`config.mk`:
```
export PLATFORM = sky130hd
export DESIGN_NAME = alu_arbiter
export DESIGN_NICKNAME = d
export VERILOG_FILES = /design/src/rtl/alu_arbiter.sv
export SDC_FILE = /design/constraint.sdc
export NUM_CORES = 1
export LEC_CHECK = 0
export ABC_CLOCK_PERIOD_IN_PS = 3900
export CAP_MARGIN = 15
export CORE_MARGIN = 1.5
export CORE_UTILIZATION = 32
export DETAILED_ROUTE_END_ITERATION = 10
export DONT_BUFFER_PORTS = 1
export MAX_ROUTING_LAYER = met4
export PLACE_DENSITY_LB_ADDON = 0.2
export SYNTH_ARGS = -nofsm -noshare
export SYNTH_HDL_FRONTEND = slang
export SYNTH_SLANG_ARGS = --single-unit
```
`constraint.sdc`:
```
create_clock -name clk -period 3.9 [get_ports clk]
set_clock_uncertainty 0.1 [all_clocks]
set_input_delay 0.39 -clock clk [delete_from_list [all_inputs] [get_ports clk]]
set_output_delay 0.39 -clock clk [all_outputs]
set_load 0.02 [all_outputs]
```
`src/rtl/alu_arbiter.sv`:
```
// Two-port valid/ready arbiter sharing one combinational ALU between requesters.
// Define ALU_ARB_FIXED_PRIO_EN for fixed priority (port 0 wins ties); default is round-robin.
module alu_arbiter (
    input  logic        clk,
    input  logic        rst,
    input  logic [1:0]  req_valid,
    output logic [1:0]  req_ready,
    input  logic [31:0] req_a0,
    input  logic [31:0] req_b0,
    input  logic [3:0]  req_ctr0,
    input  logic [31:0] req_a1,
    input  logic [31:0] req_b1,
    input  logic [3:0]  req_ctr1,
    output logic [1:0]  resp_valid,
    input  logic [1:0]  resp_ready,
    output logic [31:0] resp_out,
    output logic        resp_less,
    output logic        resp_zero,
    output logic [31:0] alu_a,
    output logic [31:0] alu_b,
    output logic [3:0]  alu_ctr,
    input  logic [31:0] alu_out,
    input  logic        alu_less,
    input  logic        alu_zero
);

    typedef enum logic [1:0] {
        IDLE,
        EXEC,
        RESP
    } state_t;

    state_t      r_state;
    logic [31:0] r_a;
    logic [31:0] r_b;
    logic [3:0]  r_ctr;
    logic        r_owner;
    logic [31:0] r_out;
    logic        r_less;
    logic        r_zero;
`ifndef ALU_ARB_FIXED_PRIO_EN
    logic        r_last;
`endif

    logic        w_grant;
    logic        w_sel;

    // w_sel is the winning port index when a grant happens
    always_comb begin
        w_grant = (r_state == IDLE) && (|req_valid) && !rst;
`ifdef ALU_ARB_FIXED_PRIO_EN
        w_sel   = (req_valid == 2'b10);
`else
        w_sel   = req_valid[1] && (!req_valid[0] || !r_last);
`endif
    end

    always_comb begin
        req_ready = 2'b00;
        if (w_grant)
            req_ready = w_sel ? 2'b10 : 2'b01;
    end

    always_comb begin
        resp_valid = 2'b00;
        if (r_state == RESP)
            resp_valid = r_owner ? 2'b10 : 2'b01;
    end

    assign alu_a     = r_a;
    assign alu_b     = r_b;
    assign alu_ctr   = r_ctr;
    assign resp_out  = r_out;
    assign resp_less = r_less;
    assign resp_zero = r_zero;

    always_ff @(posedge clk) begin
        if (rst) begin
            r_state <= IDLE;
            r_a     <= '0;
            r_b     <= '0;
            r_ctr   <= '0;
            r_owner <= 1'b0;
            r_out   <= '0;
            r_less  <= 1'b0;
            r_zero  <= 1'b0;
`ifndef ALU_ARB_FIXED_PRIO_EN
            r_last  <= 1'b1;
`endif
        end else begin
            unique case (r_state)
                IDLE: begin
                    if (w_grant) begin
                        r_a     <= w_sel ? req_a1 : req_a0;
                        r_b     <= w_sel ? req_b1 : req_b0;
                        r_ctr   <= w_sel ? req_ctr1 : req_ctr0;
                        r_owner <= w_sel;
`ifndef ALU_ARB_FIXED_PRIO_EN
                        r_last  <= w_sel;
`endif
                        r_state <= EXEC;
                    end
                end
                EXEC: begin
                    r_out   <= alu_out;
                    r_less  <= alu_less;
                    r_zero  <= alu_zero;
                    r_state <= RESP;
                end
                RESP: begin
                    // only the owner's resp_ready completes the handshake
                    if (resp_ready[r_owner])
                        r_state <= IDLE;
                end
                default: r_state <= IDLE;
            endcase
        end
    end

endmodule

```
# After elaboration in Yosys (flattened, before gate mapping)

Index checks and enable logic that the tools add are counted.

Register bits: 106
Input port bits: 176
Word-level logic and storage cells: 37

Mux-type cells: 12
Equality and inequality tests: 4
Reductions and logical operators: 11
Order comparisons: 1

Operators with widths:

| cell               | count |
|---|---|
| $mux 32            | 2 |
| $mux 2             | 6 |
| $pmux 2 s3         | 1 |
| $mux 4             | 1 |
| $reduce_and 2->1   | 2 |
| $logic_and 1x1->1  | 3 |
| $logic_not 1->1    | 3 |
| $eq 2x1->1 const B | 1 |
| $eq 2x2->1 const B | 1 |
| $logic_not 2->1    | 1 |
| $lt 1x2->1 const B | 1 |
| $mux 1             | 2 |
| $ne 2x1->1 const B | 1 |
| $ne 2x2->1 const B | 1 |
| $reduce_or 2->1    | 1 |
| $logic_or 1x1->1   | 1 |

# Longest topological paths before layout

Gate-level depths: netlist of the first run.

Word-level depth: 5
Gate-level depth with buffers: 7
Gate-level depth less buffers: 3

# Worst setup path before layout of the first run

Ideal clock, no wire load.

Path kind: input to output
Start: input port rst
End: output port req_ready[1]
Slack: 2191 ps
Buffers on the path: 3
Stages on the path: 5
Data required time: 3410 ps
Arrival: 1219 ps
Cell sequence: buf_2 > nor3_2 > buf_4 > buf_4 > and2_1

Word-level cells in the longest chain between the ends: 3

Ends and longest elaborated chain:

| element           | line | RTL |
|---|---|---|
| start, declared   | 5    | `input logic rst,` |
| $logic_not 1->1   | 50   | `w_grant = (r_state == IDLE) && (\|req_valid) && !rst;` |
| $logic_and 1x1->1 | 50   |  |
| $mux 2            | 60   | `if (w_grant)` |
| end, declared     | 7    | `output logic [1:0] req_ready,` |

Every way passes these cells.

# Worst setup path in the final report of the first run

Start: register r_state[1]
End: output port req_ready[0]

Word-level cells in the longest chain between the ends: 4

Ends and longest elaborated chain:

| element                        | line | RTL |
|---|---|---|
| start, declared                | 33   | `state_t r_state;` |
| start signal, assigned         | 79   | `r_state <= IDLE;` |
| start signal, assigned         | 101  | `r_state <= EXEC;` |
| start signal, assigned         | 108  | `r_state <= RESP;` |
| $logic_not 2->1                | 50   |  |
| $logic_and 1x1->1 (2 in a row) | 50   |  |
| $mux 2                         | 60   |  |

Every way passes these cells.

==> results.cfg, run 1 <==
[layout]
fill_cells = 1339
final_common_cell = dfxtp_1
fin_nets = 589
syn_to_final_growth_pct = 7.84
final_cell_mix = dfxtp_1 (106), nand2_1 (69), and3_1 (55)
drive_gt1_share_pct = 8.13

[logic_synthesis]
syn_inst = 438
async_flop_share_pct = 0
ys_warn_count = 0
ys.flop_type = dfxtp_1
synth_area_um2 = 4200
syn_nets = 614
yosysSeqAreaShare_pct = 50.6
yosysUniqueCellTypes = 32
synth.avg_cell_area_um2 = 9.58
synth-edff-count = 0
post-synth-top-area-fraction_pct = 50.6
synth_area_leaders = dfxtp_1 (51%), a221o_1 (11%), and3_1 (8.2%), nand2_1 (6.2%), a21oi_1 (4.3%)
ys_seq_elements = 106
synth_top_area_cell = dfxtp_1

[die]
die_w_um = 118
initial_core_util_pct = 33.0
ioPinCount = 282
dieArea_um2 = 13800
core.rowCount = 41
coreArea_um2 = 12700
die_y_um = 118

[global_route]
grt_pass1_vias = 3104
grt.total_usage_pct = 17.3
antenna_found_initial = 1
grt_pass1_wl_mm = 18.2
grt_max_degree = 58
grt_overflow = 0

[routing]
drcViolationCount = 0
wl_per_cell_um = 20.3
drt-initial-drc-count = 209
viasPerCell = 5.74
vias = 3391
ant_nets = 0
dr.pass1.iters = 4
wl_mm = 12.0

[sta]
finalSetupTns_ns = 0
period_needed_ns = 2.77
fin_crit_sh_pct = 71.1
hold_viol_final = 0
tightest_slew_ns = 1.04
clock.fmax_ghz = 0.361
setup_viol = 0
grt_setup_unrepaired = false
maxSlewViolCount = 0
slew_headroom_pct = 30.2
timing.final.ws_setup_ns = 1.13

[place]
numPortBuffers = 0
place_ws_ns = 1.45
place_congestion = 0.770
dp_hpwl_mm = 8.11

[clock_network]
cts.path.max_buffers = 2
cts_tree = yes
post_cts_resized = 0
htreeDepth = 3
cts_sinks = 106
cts-buffers-inserted = 9
cts-root-buf = clkbuf_16
path_clk_slew_ns = 0.07
postCtsSetupRepairBufs = 0
clkLatencyLatePin_ns = 0.34

[power_and_ir_drop]
leakage_nw = 1.79
p_per_area_nw_per_um2 = 556
irDropWorstVdd_v = 0.000179

[setup_path]
r2r_setup_slack_ns = 1.52
end_kind = output port
worstPathArrival_ns = 2.28
worstSetupPathType = reg2out
crit_fanout = 57
reg2reg_depth = 3
cp.required_ns = 3.41
rr_endpoint = alu_a[0]
worst_setup_path_start_kind = register
r2r-start = r_state[1]

[min_path]
hold_end = r_state[0]
hold_depth = 1
hold_start = rst
hold_class = in2reg

[run_status]
status = finished clean

[job]
cap_violations = 0
-- stage by stage --
stage	util, %	cells	hold WS, ns	total power, mW	cell area [µm²]
after floorplan	-	438	0.371	1.61	4200
after global placement	32.9	570	0.364	1.65	4180
after detailed placement	32.9	570	0.364	1.66	4180
after CTS	35.3	588	0.00218	2.56	4490
after global routing	35.6	591	0.00297	2.65	4530
final	35.6	591	0.0210	2.52	4530
-- registers in the layout (all words and copies together) (netlist names), 2 cells and up --
name and count:
alu_a 32, alu_b 32, resp_out 32, alu_ctr 4, r_state 2
-- area by class of cell --
| class | count | area (µm²) | area share, % |
|---|---|---|---|
| Timing Repair Buffer | 10 | 105 | 2.32 |
| Clock inverter | 2 | 37.5 | 0.829 |
| Sequential cell | 106 | 2120 | 46.9 |
| Clock buffer | 14 | 244 | 5.39 |
| Multi-Input combinational cell | 286 | 1800 | 39.8 |
| Tap cell | 172 | 215 | 4.75 |
| Antenna cell | 1 | 2.50 | 0.0553 |
-- worst max-delay path, cell delays in order, from the launching register on --
cell	delay, ns
dfxtp_1	0.39
nor3_4	0.71
and3_4	0.78
-- kinds of logic after synthesis --
family | synth area share [%]
AO/OA/AOI/OAI | 22.0
multiplexers | 0.238
flip-flops | 50.6
AND/OR/NAND/NOR | 20.3
buffers and inverters | 6.94
-- power breakdown --
part           internal (mW)  leakage (nW)  total, mW  switching [mW]
registers               1.18         0.871       1.38           0.193
clock network          0.499         0.131      0.874           0.374
logic                  0.112         0.788      0.270           0.157
-- per-layer routing --
layer / track usage, % / wire [µm] / share of wire (%) / vias to the layer above
li1: - / - / - / 1585
met2: 26.6 / 5850 / 49 / 176
met5: - / 0 / 0 / -
met3: 6.25 / 1050 / 8.8 / 18
met1: 20.4 / 4810 / 40 / 1612
met4: 7.32 / 263 / 2.2 / 0
-- Yosys cell counts (2+ instances only) --
| master | instances |
|---|---|
| a21oi_1 | 36 |
| a221o_1 | 48 |
| a221o_2 | 7 |
| a31oi_1 | 13 |
| and3_1 | 55 |
| buf_1 | 2 |
| buf_2 | 8 |
| buf_4 | 4 |
| buf_6 | 5 |
| buf_8 | 5 |
| clkbuf_1 | 22 |
| dfxtp_1 | 106 |
| nand2_1 | 69 |
| nand2b_1 | 2 |
| nand3_1 | 13 |
| nand4_1 | 13 |
| nor2_1 | 2 |
| nor3_1 | 2 |
| o21ai_0 | 13 |
-- what timing repair did --
action,4_1_cts,5_1_grt
hold buffers,2,0
hold endpoints to repair,40,0
endpoints found under the setup margin,0,0
-- worst max path at each step --
stage | endpoint | slack (ns) | startpoint
6_report | req_ready[0] | 1.13 | r_state[1]
3_3_place_gp | req_ready[0] | 1.45 | r_state[1]
3_5_place_dp | req_ready[0] | 1.45 | r_state[1]
2_1_floorplan | req_ready[1] | 2.19 | rst
5_1_grt | req_ready[0] | 0.93 | r_state[1]
4_1_cts | req_ready[0] | 1.05 | r_state[1]
Power figures use the tool's default switching activity.
==> run 2, diff against run 1 <==
- ABC_CLOCK_PERIOD_IN_PS: 3900 -> 2200
- clock period: 3.9 -> 2.2 ns (I/O delays scaled with it)
==> results.cfg, run 2 <==
[logic_synthesis]
ys_seq_elements = 106
syn_inst = 438
yosysSeqAreaShare_pct = 50.6
ys_warn_count = 0
post-synth-top-area-fraction_pct = 50.6
synth_top_area_cell = dfxtp_1
ys.flop_type = dfxtp_1
synth_area_leaders = dfxtp_1 (51%), a221o_1 (11%), and3_1 (8.2%), nand2_1 (6.2%), a21oi_1 (4.3%)
async_flop_share_pct = 0
synth_area_um2 = 4200
yosysUniqueCellTypes = 32
synth_commonest_cells = dfxtp_1 (106), nand2_1 (69), and3_1 (55)
synth.avg_cell_area_um2 = 9.58
synth.most_common_cell = dfxtp_1
synth-edff-count = 0
syn_nets = 614

[die]
initial_core_util_pct = 33.0
ioPinCount = 282
die_y_um = 118
core.rowCount = 41
die_w_um = 118

[clock_network]
htreeDepth = 3
cts_hold_buf = 118
cts-buffers-inserted = 9
postCtsSetupRepairBufs = 0
cts.path.max_buffers = 2
cts_sinks = 106
post_cts_resized = 0
cts-root-buf = clkbuf_16

[place]
placed_area_um2 = 4240
place_congestion = 0.782
dp_hpwl_mm = 8.12
numPortBuffers = 0

[run_status]
status = did not finish
flow.stopped_at = 4_1_cts
error = [ERROR RSZ-0060] Max buffer count reached.
==> run 2: cells by family after synthesis <==
group                  count (synthesis)  share of synthesized area, %
buffers and inverters                 46                          6.94
DFF                                  106                          50.6
AOI/OAI and AO/OA                    120                          22.0
muxes                                  1                         0.238
and+or+nand+nor                      165                          20.3
==> run 2: metrics by stage <==
step                      worst slack [ns]  instances
after detailed placement             0.449        574
after global placement               0.487        574
after floorplan                      0.715        438
==> run 3, diff against run 2 <==
- ABC_CLOCK_PERIOD_IN_PS: 2200 -> 2900
- CORE_UTILIZATION: 32 -> 20
- MAX_ROUTING_LAYER: met4 -> default
- PLACE_DENSITY_LB_ADDON: 0.2 -> 0.15
- clock period: 2.2 -> 2.9 ns (I/O delays scaled with it)
==> results.cfg, run 3 (synthesis gave the netlist of run 1 again) <==
[run_status]
status = finished clean

[setup_path]
critPathSlowestCell = dlygate4sd3_1
timing.critical_path.buf_inv = 3
crit_fanout = 82
end_kind = register
crit_path_max_incr_delay_ns = 0.59
crit_top_cell = dlygate4sd3_1
cp.required_ns = 3.10
worst_setup_path_start_kind = register
worstPathCellList = nor3_4 -> buf_6 -> nand4_1 -> dlygate4sd3_1 -> a31oi_1 -> dlygate4sd3_1
worstSetupPathType = reg2reg
cp_top_family = buffers and inverters
worstPathArrival_ns = 2.86

[die]
die_y_um = 148
core.rowCount = 52
coreArea_um2 = 20400
ioPinCount = 282
die_w_um = 148
dieArea_um2 = 21900
initial_core_util_pct = 20.5

[routing]
wl_mm = 14.2
viasPerCell = 4.76
ant_nets = 0
vias = 3791
drt-initial-drc-count = 199
drcViolationCount = 0
dr.pass1.iters = 4
wl_per_cell_um = 17.8

[layout]
multi_input_area_um2 = 1800
regArea_um2 = 2120
fill_cells = 2169
fin_nets = 697
syn_to_final_growth_pct = 37.3
final_cell_mix = dlygate4sd3_1 (107), dfxtp_1 (106), nand2_1 (69)
final_core_util_pct = 28.2
final_common_cell = dlygate4sd3_1
drive_gt1_share_pct = 7.79

[clock_network]
cts-buffers-inserted = 9
cts-root-buf = clkbuf_16
cts_tree = yes
clkLatencyLatePin_ns = 0.35
path_clk_slew_ns = 0.08
cts.path.max_buffers = 2
cts_sinks = 106
htreeDepth = 3
postCtsSetupRepairBufs = 0

[place]
dp_hpwl_mm = 9.52
numPortBuffers = 0
place_congestion = 0.774

[sta]
grt_setup_unrepaired = false
clock.fmax_ghz = 0.376
slew_headroom_pct = 38.6
period_needed_ns = 2.66
hold_viol_final = 0
maxSlewViolCount = 0
setup_viol = 0
tightest_slew_ns = 0.920
finalSetupTns_ns = 0
fin_crit_sh_pct = 91.8

[global_route]
grt_overflow = 0
antenna_found_initial = 1
grt.total_usage_pct = 12.5
grt_pass1_wl_mm = 21.4
grt_pass1_vias = 3798
grt_max_degree = 83

[power_and_ir_drop]
p_per_area_nw_per_um2 = 640
leakage_nw = 2.28
irDropWorstVdd_v = 0.000227

[job]
cap_violations = 0

[min_path]
hold_class = in2reg
==> run 3: final cells by class <==
class / instances / share of cell area, %
Timing Repair Buffer: 118 / 20.5
Sequential cell: 106 / 36.8
Clock inverter: 5 / 1.17
Clock buffer: 11 / 4.38
Antenna cell: 1 / 0.0434
Multi-Input combinational cell: 286 / 31.2
Tap cell: 270 / 5.86
==> run 3: stage by stage <==
step	cell area [µm²]	total power, mW	hold WS [ns]	cells	setup WS, ns
floorplan	4200	2.17	0.326	438	1.38
global placement	4350	2.24	0.264	672	0.942
detailed placement	4350	2.25	0.266	672	0.897
CTS	5760	3.75	0.000345	796	0.0982
global route	5770	3.86	0.0175	797	0.0890
finish	5770	3.69	0.0207	797	0.239
==> run 3: worst paths after layout <==
check	start	slack, ns	to	cells after the start
hold reg to reg	r_last	0.46	r_last	1
hold / removal	req_a0[24]	0.02	alu_a[24]	2
setup reg to reg	r_state[1]	0.24	alu_b[22]	6
setup / recovery	r_state[1]	0.24	alu_b[22]	6
==> run 3: timing repair <==
item,CTS,global route
gates resized for setup,0,1
hold buffers,108,0
endpoints found under the setup margin,0,1
endpoints found under the hold margin,106,0
==> run 3: where the power goes <==
group          switching, mW  total [mW]  internal [mW]
sequential             0.263        1.85           1.59
combinational          0.247       0.495          0.248
clock                  0.610        1.34          0.733
==> run 3: metal layers <==
layer | vias up | GRT usage, % | routed length, µm
met5 | - | 0 | 0
met3 | 19 | 3.52 | 1100
met2 | 178 | 21.3 | 7060
met4 | 0 | 6.58 | 336
li1 | 1803 | - | -
met1 | 1791 | 14.2 | 5700
==> run 4, diff against run 3 <==
- ABC_AREA: default -> 1
==> results.cfg, run 4 <==
[run_status]
status = finished clean

[logic_synthesis]
yosysUniqueCellTypes = 15
syn_nets = 875
synth_top_area_cell = dfxtp_1
async_flop_share_pct = 0
synth_area_um2 = 4660
syn_inst = 699
synth-edff-count = 0
synth_area_leaders = dfxtp_1 (46%), nand2_1 (22%), a21oi_1 (7.6%), nand3_1 (7.4%), nor2_1 (5.9%)
ys_seq_elements = 106
synth.avg_cell_area_um2 = 6.66
post-synth-top-area-fraction_pct = 45.6
ys.flop_type = dfxtp_1
ys_warn_count = 0
synth.most_common_cell = nand2_1
yosysSeqAreaShare_pct = 45.6
synth_commonest_cells = nand2_1 (278), dfxtp_1 (106), nor2_1 (73)

[clock_network]
clkLatencyLatePin_ns = 0.35
cts-root-buf = clkbuf_16
path_clk_slew_ns = 0.08
cts_hold_buf = 24
cts_tree = yes
cts_sinks = 106
htreeDepth = 3
cts-buffers-inserted = 9
postCtsSetupRepairBufs = 0
cts.path.max_buffers = 2
post_cts_resized = 0

[layout]
fin_nets = 866
drive_gt1_share_pct = 4.75
antenna_cells = 0
multi_input_area_um2 = 2230
final_cell_mix = nand2_1 (278), dfxtp_1 (106), nor2_1 (73)
final_common_cell = nand2_1
syn_to_final_growth_pct = 15.6
regArea_um2 = 2120
fill_cells = 2583

[power_and_ir_drop]
irDropWorstVdd_v = 0.000174
p_sw_share_pct = 33.5
p_int_mw = 2.36
seq_power_share_pct = 50.6
clkPwrFrac_pct = 35.1
p_per_area_nw_per_um2 = 660
comb_power_share_pct = 14.3
leakage_nw = 2.20
p_switching_mw = 1.19

[place]
numPortBuffers = 0
place_congestion = 0.694
place_ws_ns = 0.996
dp_hpwl_mm = 10.8

[die]
dieArea_um2 = 24200
die_w_um = 156
die_y_um = 156
core.rowCount = 55
initial_core_util_pct = 20.5
coreArea_um2 = 22700
ioPinCount = 282

[global_route]
grt_pass1_vias = 4021
grt.total_usage_pct = 12.7
grt_overflow = 0
grt_pass1_wl_mm = 23.6
grt_max_degree = 72
antenna_found_initial = 0

[setup_path]
worstPathArrival_ns = 1.76
worstSetupPathType = reg2out
crit_fanout = 18
worst_setup_path_start_kind = register
end_kind = output port
cp.required_ns = 2.51

[sta]
slew_headroom_pct = 34.2
fin_crit_sh_pct = 74.3
tightest_slew_ns = 0.981
grt_setup_unrepaired = false
hold_viol_final = 0
period_needed_ns = 2.15
timing.final.ws_setup_ns = 0.747
finalSetupTns_ns = 0
setup_viol = 0
clock.fmax_ghz = 0.464
maxSlewViolCount = 0

[min_path]
hold_class = in2reg

[routing]
ant_nets = 0
vias = 4346
wl_mm = 16.1
dr.pass1.iters = 4
wl_per_cell_um = 16.4
drcViolationCount = 0
drt-initial-drc-count = 297
viasPerCell = 4.43

[job]
cap_violations = 0
[run 4: changes by cell type after synthesis, sizes merged, moves of 21 or more]
| cell | previous run | this run |
|---|---|---|
| nand3 | 13 | 70 |
| nand2 | 69 | 282 |
| nor2 | 2 | 74 |
| a221o | 55 | 0 |
| and3 | 56 | 0 |
| a21oi | 37 | 71 |
| o21ai | 13 | 34 |
[run 4: power groups by stage]
stage	Combinational [mW]	Sequential, mW	Clock (mW)
after floorplan	0.402	1.80	0
after global placement	0.472	1.84	0
after detailed placement	0.472	1.83	0
after CTS	0.521	1.80	1.32
after global routing	0.587	1.81	1.37
final	0.507	1.80	1.25
[run 4: area by class of cell]
type / instances / area share, %
well taps: 285 / 6.62
flip-flops and latches: 106 / 39.4
multi-input cells: 531 / 41.5
repair buffers: 33 / 6.28
clock inverters: 7 / 1.35
inverters: 9 / 0.628
clock buffers: 9 / 4.18
[run 4: kinds of logic (layout without fill, tap and decap cells)]
kind of cell / after synthesis / after routing / share of synthesized area, %
buffers and inverters: 62 / 58 / 6.45
DFF: 106 / 106 / 45.6
and+or+nand+nor: 426 / 426 / 36.7
AOI/OAI and AO/OA: 105 / 105 / 11.3
[run 4: layer usage]
| metal | global-route usage [%] | vias to the layer above | wire (µm) |
|---|---|---|---|
| li1 | - | 2213 | - |
| met1 | 15.8 | 1934 | 7050 |
| met2 | 19.5 | 176 | 7230 |
| met3 | 4.56 | 23 | 1380 |
| met4 | 6.17 | 0 | 429 |
| met5 | 0 | - | 0 |
[run 4: final timing paths]
check / from / endpoint / cells after the start / slack, ns
setup / recovery: r_state[1] / req_ready[1] / 5 / 0.75
hold / removal: alu_zero / resp_zero / 2 / 0.02
setup reg to reg: r_state[1] / alu_b[15] / 6 / 1.00
hold reg to reg: r_last / r_last / 2 / 0.43
[run 4: critical path, cell delays in order (launching register included)]
cell	delay, ns
dfxtp_1	0.32
nor2_1	0.20
nand2_2	0.11
nor2_4	0.37
nand2_1	0.18
inv_1	0.22
[run 4: through the flow]
step / area (µm²) / util, % / instances / hold WS, ns / power [mW]
after floorplan: 4660 / - / 699 / 0.352 / 2.20
after global placement: 4830 / 21.3 / 940 / 0.268 / 2.31
after detailed placement: 4830 / 21.3 / 940 / 0.270 / 2.31
after CTS: 5380 / 23.7 / 980 / 0.00109 / 3.64
after global routing: 5380 / 23.7 / 980 / 0.00334 / 3.77
final: 5380 / 23.7 / 980 / 0.0237 / 3.55
